<file path="src/rtl/tmds_pkg.sv">
// TMDS token constants and word-level decode helpers shared by the
// transmit encoder and the receive decoder.
package tmds_pkg;

    localparam logic [9:0] CTRL_TOK_00 = 10'h354;
    localparam logic [9:0] CTRL_TOK_01 = 10'h0AB;
    localparam logic [9:0] CTRL_TOK_10 = 10'h154;
    localparam logic [9:0] CTRL_TOK_11 = 10'h2AB;

    typedef enum logic {SEARCH, LOCKED} align_state_e;

    typedef struct packed {
        logic       hit;
        logic [1:0] c;
    } ctrl_dec_t;

    typedef struct packed {
        logic [7:0] data;
        logic [1:0] c;
        logic       de;
    } tmds_out_t;

    // q[9] undoes the DC-balance inversion, q[8] selects XOR vs XNOR chaining
    function automatic logic [7:0] tmds_decode_data(input logic [9:0] q);
        logic [7:0] m;
        logic [7:0] d;
        m    = q[9] ? ~q[7:0] : q[7:0];
        d[0] = m[0];
        for (int i = 1; i < 8; i++)
            d[i] = q[8] ? (m[i] ^ m[i-1]) : ~(m[i] ^ m[i-1]);
        return d;
    endfunction

    function automatic ctrl_dec_t tmds_is_ctrl(input logic [9:0] q);
        ctrl_dec_t r;
        r = '0;
        case (q)
            CTRL_TOK_00: r = '{hit: 1'b1, c: 2'b00};
            CTRL_TOK_01: r = '{hit: 1'b1, c: 2'b01};
            CTRL_TOK_10: r = '{hit: 1'b1, c: 2'b10};
            CTRL_TOK_11: r = '{hit: 1'b1, c: 2'b11};
            default:     r = '0;
        endcase
        return r;
    endfunction

endpackage

</file>
<file path="src/rtl/tmds_word_aligner.sv">
// Word-boundary recovery: 20-bit window barrel select plus the search/lock
// machine that slips the bit offset until control-token runs appear.
module tmds_word_aligner
    import tmds_pkg::*;
#(
    parameter int LOCK_TOKENS  = 8,
    parameter int SEARCH_WORDS = 2048,
    parameter int LOCK_TIMEOUT = 1048576
) (
    input  logic       clk_pixel,
    input  logic       rst,
    input  logic [9:0] i_word,
    input  logic       i_valid,
    input  logic       i_resync,
    output logic [9:0] o_aligned,
    output logic       o_locked,
    output logic [3:0] o_offset
);

    // run counter must be able to hold LOCK_TOKENS itself
    localparam int RUN_W = $clog2(LOCK_TOKENS + 1);
    localparam int SW_W  = $clog2(SEARCH_WORDS);
    localparam int LT_W  = $clog2(LOCK_TIMEOUT);
    localparam int WC_W  = (SW_W > LT_W) ? SW_W : LT_W;

    localparam logic [RUN_W-1:0] RUN_MAX = RUN_W'(LOCK_TOKENS);
    localparam logic [WC_W-1:0]  SLIP_AT = WC_W'(SEARCH_WORDS - 1);
    localparam logic [WC_W-1:0]  TMO_AT  = WC_W'(LOCK_TIMEOUT - 1);

    align_state_e     state;
    logic [9:0]       prev;
    logic [3:0]       offset;
    logic [RUN_W-1:0] run;
    logic [RUN_W-1:0] run_nxt;
    logic [1:0]       last_c;
    logic [WC_W-1:0]  wcnt;
    logic             skip;
    logic [19:0]      shifted;
    ctrl_dec_t        ctrl;
    logic             run_hit;

    always_comb begin
        shifted   = {i_word, prev} >> offset;
        o_aligned = shifted[9:0];
        ctrl      = tmds_is_ctrl(o_aligned);
        run_nxt   = '0;
        if (ctrl.hit) begin
            if (run != '0 && ctrl.c == last_c)
                run_nxt = (run == RUN_MAX) ? run : run + RUN_W'(1);
            else
                run_nxt = RUN_W'(1);
        end
        run_hit = !skip && (run_nxt == RUN_MAX);
    end

    always_ff @(posedge clk_pixel) begin
        if (rst) begin
            prev   <= '0;
            state  <= SEARCH;
            offset <= '0;
            run    <= '0;
            last_c <= '0;
            wcnt   <= '0;
            skip   <= 1'b0;
        end else begin
            if (i_valid)
                prev <= i_word;
            if (i_resync) begin
                state  <= SEARCH;
                offset <= '0;
                run    <= '0;
                last_c <= '0;
                wcnt   <= '0;
                skip   <= 1'b0;
            end else if (i_valid) begin
                skip <= 1'b0;
                // the beat right after a slip mixes old and new alignment
                if (!skip) begin
                    run <= run_nxt;
                    if (ctrl.hit)
                        last_c <= ctrl.c;
                end
                case (state)
                    SEARCH: begin
                        if (run_hit) begin
                            state <= LOCKED;
                            wcnt  <= '0;
                        end else if (wcnt == SLIP_AT) begin
                            offset <= (offset == 4'd9) ? 4'd0 : offset + 4'd1;
                            run    <= '0;
                            wcnt   <= '0;
                            skip   <= 1'b1;
                        end else begin
                            wcnt <= wcnt + WC_W'(1);
                        end
                    end
                    LOCKED: begin
                        if (run_hit) begin
                            wcnt <= '0;
                        end else if (wcnt == TMO_AT) begin
                            state <= SEARCH;
                            wcnt  <= '0;
                        end else begin
                            wcnt <= wcnt + WC_W'(1);
                        end
                    end
                    default: state <= SEARCH;
                endcase
            end
        end
    end

    assign o_locked = (state == LOCKED);
    assign o_offset = offset;

endmodule

</file>
<file path="src/rtl/tmds_rx_decoder.sv">
// Single-lane TMDS receive decoder: aligns deserialized words, then decodes
// them into pixel data or control bits over a two-stage pipeline.
module tmds_rx_decoder
    import tmds_pkg::*;
#(
    parameter int LOCK_TOKENS  = 8,
    parameter int SEARCH_WORDS = 2048,
    parameter int LOCK_TIMEOUT = 1048576
) (
    input  logic       clk_pixel,
    input  logic       rst,
    input  logic [9:0] i_word,
    input  logic       i_valid,
    input  logic       i_resync,
    output logic [7:0] o_data,
    output logic [1:0] o_c,
    output logic       o_de,
    output logic       o_valid,
    output logic       o_locked,
    output logic [3:0] o_offset
);

    localparam int STAGES = 2;

    logic [STAGES:0] vld_pipe;
    logic [STAGES:1] vld_q;
    logic [9:0]      aligned;
    logic [9:0]      s1_word;
    ctrl_dec_t       s1_ctrl;
    tmds_out_t       dec_q;

    tmds_word_aligner #(
        .LOCK_TOKENS  (LOCK_TOKENS),
        .SEARCH_WORDS (SEARCH_WORDS),
        .LOCK_TIMEOUT (LOCK_TIMEOUT)
    ) u_align (
        .clk_pixel (clk_pixel),
        .rst       (rst),
        .i_word    (i_word),
        .i_valid   (i_valid),
        .i_resync  (i_resync),
        .o_aligned (aligned),
        .o_locked  (o_locked),
        .o_offset  (o_offset)
    );

    assign vld_pipe = {vld_q, i_valid};
    assign s1_ctrl  = tmds_is_ctrl(s1_word);

    always_ff @(posedge clk_pixel) begin
        if (rst) begin
            vld_q   <= '0;
            s1_word <= '0;
            dec_q   <= '0;
        end else begin
            vld_q <= vld_pipe[STAGES-1:0];
            if (vld_pipe[0])
                s1_word <= aligned;
            // o_c is sticky across data periods
            if (vld_pipe[1]) begin
                if (s1_ctrl.hit) begin
                    dec_q.data <= '0;
                    dec_q.c    <= s1_ctrl.c;
                    dec_q.de   <= 1'b0;
                end else begin
                    dec_q.data <= tmds_decode_data(s1_word);
                    dec_q.de   <= 1'b1;
                end
            end
        end
    end

    assign o_data  = dec_q.data;
    assign o_c     = dec_q.c;
    assign o_de    = dec_q.de;
    assign o_valid = vld_pipe[STAGES];

endmodule

</file>
<file path="config.mk">
export PLATFORM = sky130hd
export DESIGN_NAME = tmds_rx_decoder
export DESIGN_NICKNAME = d
export VERILOG_FILES = /design/src/rtl/tmds_pkg.sv /design/src/rtl/tmds_word_aligner.sv /design/src/rtl/tmds_rx_decoder.sv
export SDC_FILE = /design/constraint.sdc
export NUM_CORES = 1
export LEC_CHECK = 0
export BUFFER_PORTS_ARGS = -buffer_cell sky130_fd_sc_hd__buf_2
export CAP_MARGIN = 20
export CELL_PAD_IN_SITES_DETAIL_PLACEMENT = 1
export CELL_PAD_IN_SITES_GLOBAL_PLACEMENT = 2
export CORE_MARGIN = 1.5
export CORE_UTILIZATION = 35
export CTS_BUF_LIST = sky130_fd_sc_hd__clkbuf_8
export DETAILED_ROUTE_END_ITERATION = 16
export GPL_TIMING_DRIVEN = 0
export PLACE_DENSITY_LB_ADDON = 0.25
export SLEW_MARGIN = 20
export SYNTH_ARGS = -nofsm -noshare
export SYNTH_HDL_FRONTEND = slang
export SYNTH_SLANG_ARGS = --single-unit
</file>
<file path="constraint.sdc">
create_clock -name clk_pixel -period 6.9 [get_ports clk_pixel]
set_clock_uncertainty 0.1 [all_clocks]
set_input_delay 1.38 -clock clk_pixel [delete_from_list [all_inputs] [get_ports clk_pixel]]
set_output_delay 1.38 -clock clk_pixel [all_outputs]
set_load 0.005 [all_outputs]
</file>
==> run summary, run 1 <==
Critical path's slowest cell: nor3_1
Number of nets with antenna violations after routing: 0
Top cells by area, synth: dfxtp_1, mux4_2, mux2i_1
Final setup TNS: 0 ns
Unrepaired setup endpoints after global routing: false
Switching share of power: 27.97%
VDD IR max: 0.07012 mV
H-tree lvl count: 3
Syn Inst Count: 484
Routed len/inst: 17.62 um
Status: completed
WP buf/inv: 2
Via count: 3839
Worst path required time: 7.04 ns
Seq cells post-synth: 65
P&R area growth vs syn: 12.55%
Placed Cells: 680
Max cap viols: 0
Register area share after synthesis: 29.93%
Drt pass-1 iters: 5
Worst-Margin Slew: 0.8246 ns
Worst skew pair latency: 0.37 ns
Min Clock Period, post-route: 4.348 ns
Post-synth EDFFs: 0
Wirelength, routed: 12260 um
Overall Global Routing Usage: 20.09%
Ys async rst share: 0%
Final Util: 40.57%
Worst path top cell family by delay: simple AND/OR/NAND/NOR gates
First-pass GRT wire length: 20600 um
Critical path, cell by cell: buf_2 -> mux2i_1 -> mux4_2 -> mux2i_1 -> nand3_1 -> nor3_1 -> a2bb2o_4 -> buf_4 -> nand2_1 -> a21boi_1 -> nor3_1
Die Span X: 114.5 um
Final Hold Viols: 0
Post-route insts no fill: 696
Fill count: 1437
Cts bufs inserted: 9
Net count after synthesis: 509
Clock Tree Buf Depth: 2
DR iter-0 viols: 123
Syn. warnings: 0
Post-route DRC: 0
HPWL after DPL: 9257 um
Net Switching: 229.7 uW
Postcts setup bufs: 0
Synth top cells by count: dfxtp_1, nand2_1, nor2_1, mux2i_1, nand3_1
Max Fclk: 0.2300 GHz
Post-Syn Area: 4348 sq um
Power density over cell area: 167.8 nW/um^2
Chip Height: 114.5 um
Register share of total power: 48.2%
Share of layout cells above drive strength 1: 17.61%
Slew margin rel.: 44.60%
Crit Path Category: in2reg
Crit. Startpoint: i_word[3]
CP Capture Type: register
Most common cell in the synthesized netlist: dfxtp_1
Diode count: 0
Area of the multi-input gates: 2820 sq um
Vias in the first global route: 3931
Internal power: 591.6 uW
Share of the synthesized area in the top cell type: 29.93%
Min Hold Slack: 0.3673 ns
GRT overflow: 0
P_leak: 1.784 nW
Max Transition Viols Final: 0
Hold Crit Class: reg2reg
Clock power share: 40.3%
Pin count of the biggest net entering global routing: 13
Gpl congestion: 0.8528
Reg2reg start: u_align.o_offset[1]$_SDFFE_PP0P_
Area of the core: 12060 sq um
Finish-stage setup viols: 0
Via/cell ratio: 5.516
CTS tree: yes
Number of primary I/O pins: 31
Avg Cell Area, Syn: 8.983 sq um
Cell variety after synth: 64
Critical Path AT: 4.49 ns
Hold Buf Count CTS: 0
Crit share post-route: 63.02%
Die Area: 13100 sq um
Logic pwr share: 11.4%
Main flop type after synthesis: dfxtp_1
Starting density of the core: 36.05%
Gates resized, CTS repair: 0
Final Net Count: 548
Clk pin slew, worst setup/hold paths: 0.08 ns
Clk sinks: 65
Clk root buf: clkbuf_8
CP max stage delay: 0.67 ns
Initial antenna violation count: 0
Seq. cell area: 1301 sq um
Hold_sp: o_data[6]$_SDFFE_PP0P_
Cell row count: 40
Post-synth top area cell: dfxtp_1
CP Max Fanout: 10
CP startpoint kind: input port
Port Buffers: 28
## flip-flops by register name, indices dropped and copies added, names as in the netlist
register          count
u_align.o_offset      4
u_align.run           4
u_align.prev         10
u_align.wcnt         20
o_data                8
vld_q                 2
u_align.last_c        2
o_c                   2
u_align.skip          1
o_de                  1
s1_word              10
u_align.o_locked      1
## cells in the final DEF, fill, tap and decap left out, drive strengths merged, types with 4 or more instances in the layout
master,instances
dfxtp,65
nand2,48
nor2,44
buf,41
mux2i,27
nand3,26
clkbuf,25
a21oi,23
mux4,23
inv,18
nand2b,15
o21ai,13
xor2,12
nor3,12
a22oi,11
ha,11
nand4,9
xnor2,8
nor2b,8
a211oi,7
a31oi,6
and3,6
and2,6
o311ai,5
nand3b,4
mux2,4
nor4,4
o211ai,4
## cell type report
type                       count  area share, %
tap                          168          4.296
inverter                      18          1.381
sequential                    65          26.59
buffer                        29          3.247
multi-input combinational    372          57.63
clock buffer                   9          2.531
timing repair buffer          28          2.864
clock inverter                 7          1.457
## power by group through the flow
stage	Combinational, mW	Sequential [mW]	Clock [mW]
after floorplan	0.0636	0.402	0
after global placement	0.0923	0.404	0
after detailed placement	0.0948	0.405	0
after CTS	0.0950	0.396	0.342
after global routing	0.104	0.398	0.359
final	0.0939	0.396	0.331
## through the flow
step | total power [mW] | setup WS, ns | area (sq um)
6_report | 0.8212 | 2.552 | 4893
5_1_grt | 0.8600 | 2.370 | 4893
4_1_cts | 0.8332 | 2.617 | 4893
3_5_place_dp | 0.4995 | 2.217 | 4698
3_3_place_gp | 0.4963 | 2.286 | 4698
2_1_floorplan | 0.4652 | 2.983 | 4348
## final timing paths
kind                                   to  slack, ns  depth (start not counted)
max          u_align.wcnt[5]$_SDFFE_PP0P_       2.55                         11
min                o_data[6]$_SDFFE_PP0P_       0.37                          2
max reg2reg  u_align.wcnt[5]$_SDFFE_PP0P_       3.05                         13
min reg2reg        o_data[6]$_SDFFE_PP0P_       0.37                          2
## worst reg2reg max path: stages (launching register included)
cell and delay (ns):
dfxtp_1 0.34, buf_4 0.20, buf_6 0.18, buf_2 0.25, mux4_2 0.34, a22oi_1 0.18, nand2_1 0.13, nand4b_4 0.21
nor3_1 0.70, a2bb2o_4 0.22, buf_4 0.20, nand2_1 0.18, a21boi_1 0.41, nor3_1 0.09
## kinds of logic after synthesis
group | share of synthesized area (%)
AOI/OAI and AO/OA | 14.59
xor gates and xnor gates | 4.029
adders and majority gates | 3.165
buffers and inverters | 5.208
DFF | 29.93
muxes | 19.71
and+or+nand+nor | 23.37
## routing by layer
metal  global-route usage, %  share of wire, %  vias up
met2                   32.50                47       73
met4                   6.750               1.5        0
met5                       0                 0        -
met3                   4.394               3.5       18
met1                   26.58                48     1890
li1                        -                 -     1858
Note: power is estimated with default switching activity, not from simulation.
==> run 2, diff against run 1 <==
ABC_AREA = 1   (was unset)
CORE_UTILIZATION = 34   (was 35)
clock period = 4.2 ns   (was 6.9 ns; I/O delays follow)
==> run 2 against run 1 <==
Synthesized cell count grew 40%. Register-to-register slack got worse by 2.0 ns. Non-clock buffer count grew 3. Area after synthesis down 2.5%. Worst hold slack worse by 0.0032 ns. Wire length is 13% higher. Utilization decreased by 0.38 points. Combinational power increased by 83%. Cell count up 28%. Design area down 0.95%. Worst setup slack got worse by 1.5 ns. Power rose by 87%. Largest cell class unchanged.
==> run summary, run 2 <==
Worst r2r dst: u_align.wcnt[15]$_SDFFE_PP0P_
Hold Crit Class: reg2reg
CP Max Fanout: 10
Avg Cell Area, Syn: 6.250 sq um
Finish-stage setup viols: 0
Register area share after synthesis: 30.71%
Post-Syn Area: 4238 sq um
Gpl congestion: 0.8623
Cts bufs inserted: 9
Max Fclk: 0.3176 GHz
Via/cell ratio: 5.101
Clk pin slew, worst setup/hold paths: 0.08 ns
Flop-to-flop setup slack: 1.05 ns
Post-synth EDFFs: 0
Pin count of the biggest net entering global routing: 12
Post-synth top area cell: dfxtp_1
Share of the synthesized area in the top cell type: 30.71%
Gates resized, CTS repair: 0
Die Area: 13140 sq um
Synth top cells by count: nand2_1, nand3_1, inv_1, dfxtp_1, nor2_1
Routed len/inst: 15.60 um
Worst skew pair latency: 0.37 ns
VDD IR max: 0.1590 mV
Wirelength, routed: 13900 um
HPWL after DPL: 10770 um
Syn. warnings: 0
Main flop type after synthesis: dfxtp_1
Syn Inst Count: 678
P_leak: 2.101 nW
CTS tree: yes
Final Hold Viols: 0
Cell variety after synth: 34
Chip Height: 114.6 um
GRT overflow: 0
Starting density of the core: 35.13%
Post-route DRC: 0
Power density over cell area: 317.1 nW/um^2
Initial antenna violation count: 0
Clk sinks: 65
Seq. cell area: 1301 sq um
Share of layout cells above drive strength 1: 10.24%
Most common cell in the synthesized netlist: nand2_1
Overall Global Routing Usage: 22.90%
Final setup TNS: 0 ns
Hold Buf Count CTS: 0
Max Transition Viols Final: 0
Diode count: 0
Top cells by area, synth: dfxtp_1, nand2_1, nand3_1
Unrepaired setup endpoints after global routing: false
Ys async rst share: 0%
Crit share post-route: 74.97%
Seq cells post-synth: 65
R2R cell count: 19
Worst Hold Path EP: o_data[6]$_SDFFE_PP0P_
Number of nets with antenna violations after routing: 0
Final Net Count: 743
Number of primary I/O pins: 31
Postcts setup bufs: 0
CP Capture Type: register
Status: completed
Fill count: 1635
Cell row count: 40
Via count: 4545
Worst path required time: 4.32 ns
Drt pass-1 iters: 4
Slew margin rel.: 46.71%
Biggest register: u_align.wcnt
Reg2reg start: u_align.wcnt[0]$_SDFFE_PP0P_
Worst-Margin Slew: 0.7920 ns
Vias in the first global route: 4774
Area of the multi-input gates: 2511 sq um
Hold_sp: o_data[6]$_SDFFE_PP0P_
Clock Tree Buf Depth: 2
Crit. Startpoint: u_align.wcnt[0]$_SDFFE_PP0P_
H-tree lvl count: 3
Total Power: 1.537 mW
Crit Path Category: reg2reg
Commonest non-fill, non-tap cell in the layout: nand2_1
Min Clock Period, post-route: 3.149 ns
Worst Hold Depth: 2
Net count after synthesis: 703
P&R area growth vs syn: 14.38%
DR iter-0 viols: 224
Die Span X: 114.6 um
Max reg flops: 20
First-pass GRT wire length: 23400 um
Clk root buf: clkbuf_8
CP startpoint kind: register
Max cap viols: 0
Area of the core: 12060 sq um
Biggest regs: u_align.wcnt x20, s1_word x10, u_align.prev x10
Commonest cells after routing, fill and taps aside: nand2_1, nand3_1, inv_1, dfxtp_1, nor2_1
Port Buffers: 29
Critical Path AT: 3.27 ns
## run 2: layout make-up
class / instances / share of cell area [%]
Clock inverter: 5 / 2.117
Buffer: 31 / 3.123
Multi-Input combinational cell: 509 / 51.81
Inverter: 73 / 5.653
Timing Repair Buffer: 29 / 2.994
Tap cell: 168 / 4.337
Sequential cell: 65 / 26.85
Clock buffer: 11 / 3.123
## run 2: logic make-up (layout without fill, tap and decap cells)
logic type / count (synthesis) / in the layout / synth area share [%]
buffers and inverters: 104 / 149 / 10.04
AOI/OAI and AO/OA: 105 / 105 / 13.43
DFF: 65 / 65 / 30.71
adders and majority gates: 11 / 11 / 3.248
xor gates and xnor gates: 19 / 19 / 3.927
and+or+nand+nor: 374 / 374 / 38.65
## run 2: worst max path at each step
stage / end
after detailed placement: u_align.o_offset[1]$_SDFFE_PP0P_
after CTS: u_align.wcnt[15]$_SDFFE_PP0P_
after global placement: u_align.wcnt[15]$_SDFFE_PP0P_
after floorplan: u_align.wcnt[13]$_SDFFE_PP0P_
after global routing: u_align.o_offset[3]$_SDFFE_PP0P_
final: u_align.wcnt[15]$_SDFFE_PP0P_
## run 2: metrics by stage
| stage | setup slack, ns | hold WS, ns | instance area, sq um | cells | utilization (%) |
|---|---|---|---|---|---|
| floorplan | 1.458 | 0.3412 | 4238 | 678 | - |
| global placement | 0.8656 | 0.3492 | 4593 | 875 | 38.08 |
| detailed placement | 0.8400 | 0.3548 | 4593 | 875 | 38.08 |
| CTS | 1.057 | 0.3673 | 4847 | 891 | 40.19 |
| global route | 0.6641 | 0.3879 | 4847 | 891 | 40.19 |
| finish | 1.051 | 0.3640 | 4847 | 891 | 40.19 |
## run 2: layer usage
layer | wire (um) | GRT usage (%) | share of wire, % | vias up
met5 | 0 | 0 | 0 | -
met4 | 210 | 8.583 | 1.5 | 0
met3 | 349 | 3.017 | 2.5 | 11
met2 | 6946 | 41.72 | 50 | 51
met1 | 6391 | 27.26 | 46 | 2176
li1 | - | - | - | 2307
## run 2: worst max-delay path, stage by stage (launching register included)
cell     delay [ns]
dfxtp_1        0.36
ha_1           0.17
nand2_1        0.09
nor2_1         0.10
nand2_1        0.10
nor2_1         0.10
nand2_1        0.11
inv_1          0.13
nand4_1        0.11
nor4_1         0.33
nand3_1        0.22
nor3_1         0.32
nand3_1        0.13
nand2_1        0.12
nor2_1         0.06
o21ai_2        0.11
inv_2          0.07
buf_6          0.14
nand2_1        0.06
a21oi_1        0.06
## run 2: report_power, final
part | total, mW | leakage, nW | switching, mW | internal, mW
sequential | 0.656 | 0.531 | 0.0174 | 0.639
clock | 0.708 | 0.131 | 0.282 | 0.426
combinational | 0.172 | 1.44 | 0.112 | 0.0601
